[config.mk]
export PLATFORM = sky130hd
export DESIGN_NAME = ssd_display_scheduler
export DESIGN_NICKNAME = d
export VERILOG_FILES = /design/src/rtl/ssd_display_scheduler.sv
export SDC_FILE = /design/constraint.sdc
export NUM_CORES = 1
export LEC_CHECK = 0
export BUFFER_PORTS_ARGS = -buffer_cell sky130_fd_sc_hd__buf_2
export CAP_MARGIN = 0
export CORE_MARGIN = 2
export CORE_UTILIZATION = 45
export CTS_CLUSTER_DIAMETER = 40
export DETAILED_ROUTE_END_ITERATION = 16
export HOLD_SLACK_MARGIN = 0.06
export PLACE_DENSITY = 0.69
export SETUP_SLACK_MARGIN = 0.3
export SLEW_MARGIN = 5
export SYNTH_ARGS = -nofsm -noshare
export SYNTH_HDL_FRONTEND = slang
export SYNTH_SLANG_ARGS = --single-unit
[constraint.sdc]
create_clock -name clock -period 4.6 [get_ports clock]
set_input_delay 0.23 -clock clock [delete_from_list [all_inputs] [get_ports clock]]
set_output_delay 0.23 -clock clock [all_outputs]
set_load 0.02 [all_outputs]
[src/rtl/ssd_display_scheduler.sv]
// ssd_display_scheduler
//
// Purpose:
//   Shares a 4-digit seven-segment display between one base source and two
//   overlay requesters. Overlays are time-boxed to HOLD_TICKS refresh
//   periods. Leading zeros can be blanked. The block also generates the
//   digit-refresh strobe for the downstream multiplexing driver.
//
// Parameters:
//   REFRESH_DIV  clocks per refresh_tick pulse (>= 2)
//   HOLD_TICKS   refresh ticks an overlay stays on screen (>= 1)
//
// Ports:
//   clock          system clock, rising edge
//   reset          asynchronous, active-low
//   base_value     live BCD value shown when no overlay is active
//   req1, value1   low-priority overlay request (level) and value
//   req2, value2   high-priority overlay request (level) and value
//   blank_lz       replace leading zeros with 4'hF
//   ack1, ack2     one-clock accept pulses
//   grant          one-hot active overlay ([0]=overlay 1, [1]=overlay 2)
//   refresh_tick   one-clock pulse every REFRESH_DIV clocks
//   thousands_o .. ones_o  registered displayed digits
//
// State table:
//   state     | meaning
//   ----------+-------------------------------------------------------
//   ST_BASE   | base_value on display; accepts req2, then req1
//   ST_SHOW1  | overlay 1 on display; only req2 (preemption) is accepted
//   ST_SHOW2  | overlay 2 on display; all requests ignored until timeout

module ssd_display_scheduler #(
    parameter int REFRESH_DIV = 100000,
    parameter int HOLD_TICKS  = 2000
) (
    input  logic        clock,
    input  logic        reset,
    input  logic [15:0] base_value,
    input  logic        req1,
    input  logic [15:0] value1,
    input  logic        req2,
    input  logic [15:0] value2,
    input  logic        blank_lz,
    output logic        ack1,
    output logic        ack2,
    output logic [1:0]  grant,
    output logic        refresh_tick,
    output logic [3:0]  thousands_o,
    output logic [3:0]  hundreds_o,
    output logic [3:0]  tens_o,
    output logic [3:0]  ones_o
);

    localparam int DW = (REFRESH_DIV > 1) ? $clog2(REFRESH_DIV) : 1;
    localparam int HW = (HOLD_TICKS > 1) ? $clog2(HOLD_TICKS) : 1;
    localparam logic [DW-1:0] DIV_LAST  = DW'(REFRESH_DIV - 1);
    localparam logic [HW-1:0] HOLD_LAST = HW'(HOLD_TICKS - 1);

    typedef enum logic [1:0] {
        ST_BASE  = 2'd0,
        ST_SHOW1 = 2'd1,
        ST_SHOW2 = 2'd2
    } state_t;

    state_t          state;
    state_t          state_next;
    logic [DW-1:0]   div_cnt;
    logic [HW-1:0]   hold_cnt;
    logic [15:0]     overlay;
    logic            accept1;
    logic            accept2;
    logic            hold_done;
    logic [1:0]      grant_next;
    logic [15:0]     sel_value;
    logic [15:0]     shown;

    // Free-running refresh divider; the tick is registered so it lands on
    // the cycle right after the counter wraps.
    always_ff @(posedge clock or negedge reset) begin
        if (!reset) begin
            div_cnt      <= '0;
            refresh_tick <= 1'b0;
        end else begin
            if (div_cnt == DIV_LAST)
                div_cnt <= '0;
            else
                div_cnt <= div_cnt + 1'b1;
            refresh_tick <= (div_cnt == DIV_LAST);
        end
    end

    assign hold_done = refresh_tick && (hold_cnt == HOLD_LAST);

    // State register
    always_ff @(posedge clock or negedge reset) begin
        if (!reset)
            state <= ST_BASE;
        else
            state <= state_next;
    end

    // Next-state logic. Preemption in ST_SHOW1 wins over a coincident
    // timeout so overlay 2 is never lost.
    always_comb begin
        state_next = state;
        accept1    = 1'b0;
        accept2    = 1'b0;
        case (state)
            ST_BASE: begin
                if (req2) begin
                    accept2    = 1'b1;
                    state_next = ST_SHOW2;
                end else if (req1) begin
                    accept1    = 1'b1;
                    state_next = ST_SHOW1;
                end
            end
            ST_SHOW1: begin
                if (req2) begin
                    accept2    = 1'b1;
                    state_next = ST_SHOW2;
                end else if (hold_done) begin
                    state_next = ST_BASE;
                end
            end
            ST_SHOW2: begin
                if (hold_done)
                    state_next = ST_BASE;
            end
            default: state_next = ST_BASE;
        endcase
    end

    // Output logic: digit source follows the next state so the display
    // changes on the same edge as grant. On the accept edge the overlay
    // register is not loaded yet, so the request value is used directly.
    always_comb begin
        grant_next = 2'b00;
        sel_value  = base_value;
        case (state_next)
            ST_SHOW1: begin
                grant_next = 2'b01;
                sel_value  = accept1 ? value1 : overlay;
            end
            ST_SHOW2: begin
                grant_next = 2'b10;
                sel_value  = accept2 ? value2 : overlay;
            end
            default: begin
                grant_next = 2'b00;
                sel_value  = base_value;
            end
        endcase

        shown = sel_value;
        if (blank_lz) begin
            if (sel_value[15:12] == 4'h0)
                shown[15:12] = 4'hF;
            if (sel_value[15:8] == 8'h00)
                shown[11:8] = 4'hF;
            if (sel_value[15:4] == 12'h000)
                shown[7:4] = 4'hF;
        end
    end

    // Registered outputs, overlay capture and hold counter. A tick that
    // coincides with an accept is dropped because the counter is cleared.
    always_ff @(posedge clock or negedge reset) begin
        if (!reset) begin
            hold_cnt    <= '0;
            overlay     <= 16'h0000;
            ack1        <= 1'b0;
            ack2        <= 1'b0;
            grant       <= 2'b00;
            thousands_o <= 4'h0;
            hundreds_o  <= 4'h0;
            tens_o      <= 4'h0;
            ones_o      <= 4'h0;
        end else begin
            if (accept1 || accept2 || (state_next == ST_BASE))
                hold_cnt <= '0;
            else if (refresh_tick)
                hold_cnt <= hold_cnt + 1'b1;

            if (accept2)
                overlay <= value2;
            else if (accept1)
                overlay <= value1;

            ack1        <= accept1;
            ack2        <= accept2;
            grant       <= grant_next;
            thousands_o <= shown[15:12];
            hundreds_o  <= shown[11:8];
            tens_o      <= shown[7:4];
            ones_o      <= shown[3:0];
        end
    end

endmodule

==> flow_summary.yaml <==
outcome:
  status: "finished clean"
clock_network:
  cts_max_level: 3
  clock-root-buffer: "clkbuf_8"
  cts_tree: "built"
  hold_buffers: 0
  ctsResizeCount: 0
  cts_buffers: 9
  cts.clk_slew.worst_paths_ps: 70
  cts_setup_buffers: 0
  cts_max_path_buffers: 2
  clock-sinks: 67
  clock_latency_ps: 350
die:
  fp.dieArea_mm2: 0.00801
  coreArea_mm2: 0.00718
  die_h_um: 89.5
  placementRows: 31
  io_pins: 74
  die_w_um: 89.5
  start_util: 0.458
yosys:
  synth_top_flop_cell: "dfrtp_1"
  synth.avg_cell_area_um2: 9.90
  ys_async_sr_fraction: 1.00
  synth_warnings: 0
  synthCells: 332
  synth-edff-count: 0
  synth_nets: 390
  ys_seq_elements: 67
  ys_seq_area_frac: 0.510
  syn-cell-area_mm2: 0.00329
  yosysUniqueCellTypes: 40
setup_path:
  crit_chain: "ha_1 -> nand4_1 -> nor2_1 -> a2111o_1 -> ha_1 -> nand2_1 -> o22ai_1 -> a31oi_1 -> nand4_1 -> o31ai_1"
  endpoint_kind: "register"
  crit_fanout: 17
  cp.required_ps: 4840
  crit_arrival_ps: 3610
  start_kind: "register"
  path_class: "register to register"
  crit_family: "compound AO/OA/AOI/OAI gates"
  slowest_stage: "ha_1"
  cpPeakStageDelay_ps: 510
  cp_num_buf_inv: 0
sta:
  fin_crit_ps: 3370
  rsz0062_at_grt: "false"
  fin_crit_sh: 0.732
  worstMarginPinSlew_ps: 1050
  max-slew-margin-rel: 0.300
  setup_viol: 0
  whs_ps: 69.8
  tns_ps: 0
  hold_violations: 0
  skew_ps: 12.2
  maxSlewViolCount: 0
  fmax_mhz: 297
power_and_ir_drop:
  p_total_mw: 2.24
  vdd_ir_drop_max_v: 0.000249
  power_density_mw_per_mm2: 571
  p_leak_nw: 1.83
placed_design:
  dpl.hpwl_um: 5080
  portBuffers: 73
  place.gp.congestion: 0.848
  dpl_cell_area_mm2: 0.00373
finish:
  utilization: 0.546
  antenna_cells: 0
  final_cell_mix: "buf_2 (73), nor2_1 (67), dfrtp_1 (67), mux2i_1 (20), nand2_1 (18)"
  area_growth_syn_to_layout_pct: 19.3
  fill_cells: 662
  nets: 460
  design_area_mm2: 0.00392
  drive_gt1_frac: 0.246
  mostFrequentLayoutCell: "buf_2"
detailed_routing:
  vias_per_cell: 5.21
  drtIter0Drc: 143
  dr_total_vias: 2638
  ant_nets: 0
  wl_per_cell_um: 14.2
  drc_errors: 0
  routed_wirelength_um: 7170
  first_pass_iters: 4
global_route:
  grt_pass1_vias: 2493
  grt_usage: 0.191
  antenna_found_initial: 0
  grt_max_degree: 68
  grt.overflow.total: 0
  grt_pass1_wl_um: 11600
hold_path:
  hold_class: "input pin to async pin"
run:
  drv_cap: 0
==> cell families after synthesis <==
kind of cell,after synthesis,synth area share
AND/OR/NAND/NOR,122,0.169
flip-flops,67,0.510
AO/OA/AOI/OAI,56,0.105
buffers and inverters,29,0.0392
multiplexers,29,0.0940
XOR/XNOR,24,0.0639
adder cells (fa/ha/maj),5,0.0190
==> path summary, 6_finish.rpt <==
kind,start,end,slack [ps],depth (start not counted)
worst max-delay path,hold_cnt[0],tens_o[0],1230,10
worst min-delay path,reset,div_cnt[8],70,2
worst max register to register,hold_cnt[0],tens_o[0],1230,10
worst min register to register,div_cnt[0],div_cnt[0],500,1
max in group asynchronous,reset,overlay[14],3970,2
min in group clock,base_value[1],ones_o[1],80,2
==> routing by layer <==
layer | track usage | share of wire | up-vias
met5 | 0 | 0 | -
met4 | 0.0841 | 0.017 | 0
met3 | 0.0462 | 0.058 | 11
met2 | 0.298 | 0.47 | 85
met1 | 0.255 | 0.46 | 1251
li1 | - | - | 1291
==> metrics by stage <==
step                      worst slack (ps)  std cells
after floorplan                       1670        332
after global placement                1420        490
after detailed placement              1240        490
after CTS                             1230        506
after global routing                   958        506
final                                 1230        506
==> flip-flops by register name, indices dropped and copies added, names as in the netlist <==
name          cells
div_cnt          17
overlay          16
hold_cnt         11
hundreds_o        4
ones_o            4
tens_o            4
thousands_o       4
grant             2
state             2
ack1              1
ack2              1
refresh_tick      1
==> cell usage after synthesis, drive strengths merged (2+ instances only) <==
cell type,n,area (um^2)
and3,3,18.8
xnor2,9,78.8
mux2,9,109
o21ai,12,60.1
xor2,15,131
dfrtp,67,1680
clkbuf,11,41.3
o21a,2,15.0
or3,2,12.5
o221ai,6,52.6
nand3,12,60.1
nand4,11,75.1
ha,5,62.6
nand2b,2,15.0
o31ai,4,30.0
and4,2,17.5
mux2i,20,200
a21oi,17,85.1
nor3,2,10.0
a31oi,6,37.5
o22ai,6,37.5
nand2,18,67.6
nor2,67,251
inv,11,43.8
buf,6,40.0
==> report_power, final <==
group	total, mW	switching, mW	internal (mW)
Sequential	0.819	0.0696	0.749
Clock	0.487	0.225	0.262
Combinational	0.935	0.587	0.348
==> worst register-to-register path: cells and delay by family (launching register included) <==
family | cells | cell delay [ps]
fa+ha+maj | 2 | 750
simple gates | 4 | 920
flops | 1 | 420
compound gates | 4 | 1180
==> layout make-up <==
class | count | area [um^2] | share of cell area
clock inverter | 5 | 52.6 | 0.0134
multi-input combinational | 236 | 1490 | 0.380
timing repair buffer | 76 | 388 | 0.0989
sequential | 67 | 1680 | 0.428
clock buffer | 11 | 141 | 0.0361
tap | 99 | 124 | 0.0316
inverter | 12 | 47.5 | 0.0121
Power figures use the tool's default switching activity.
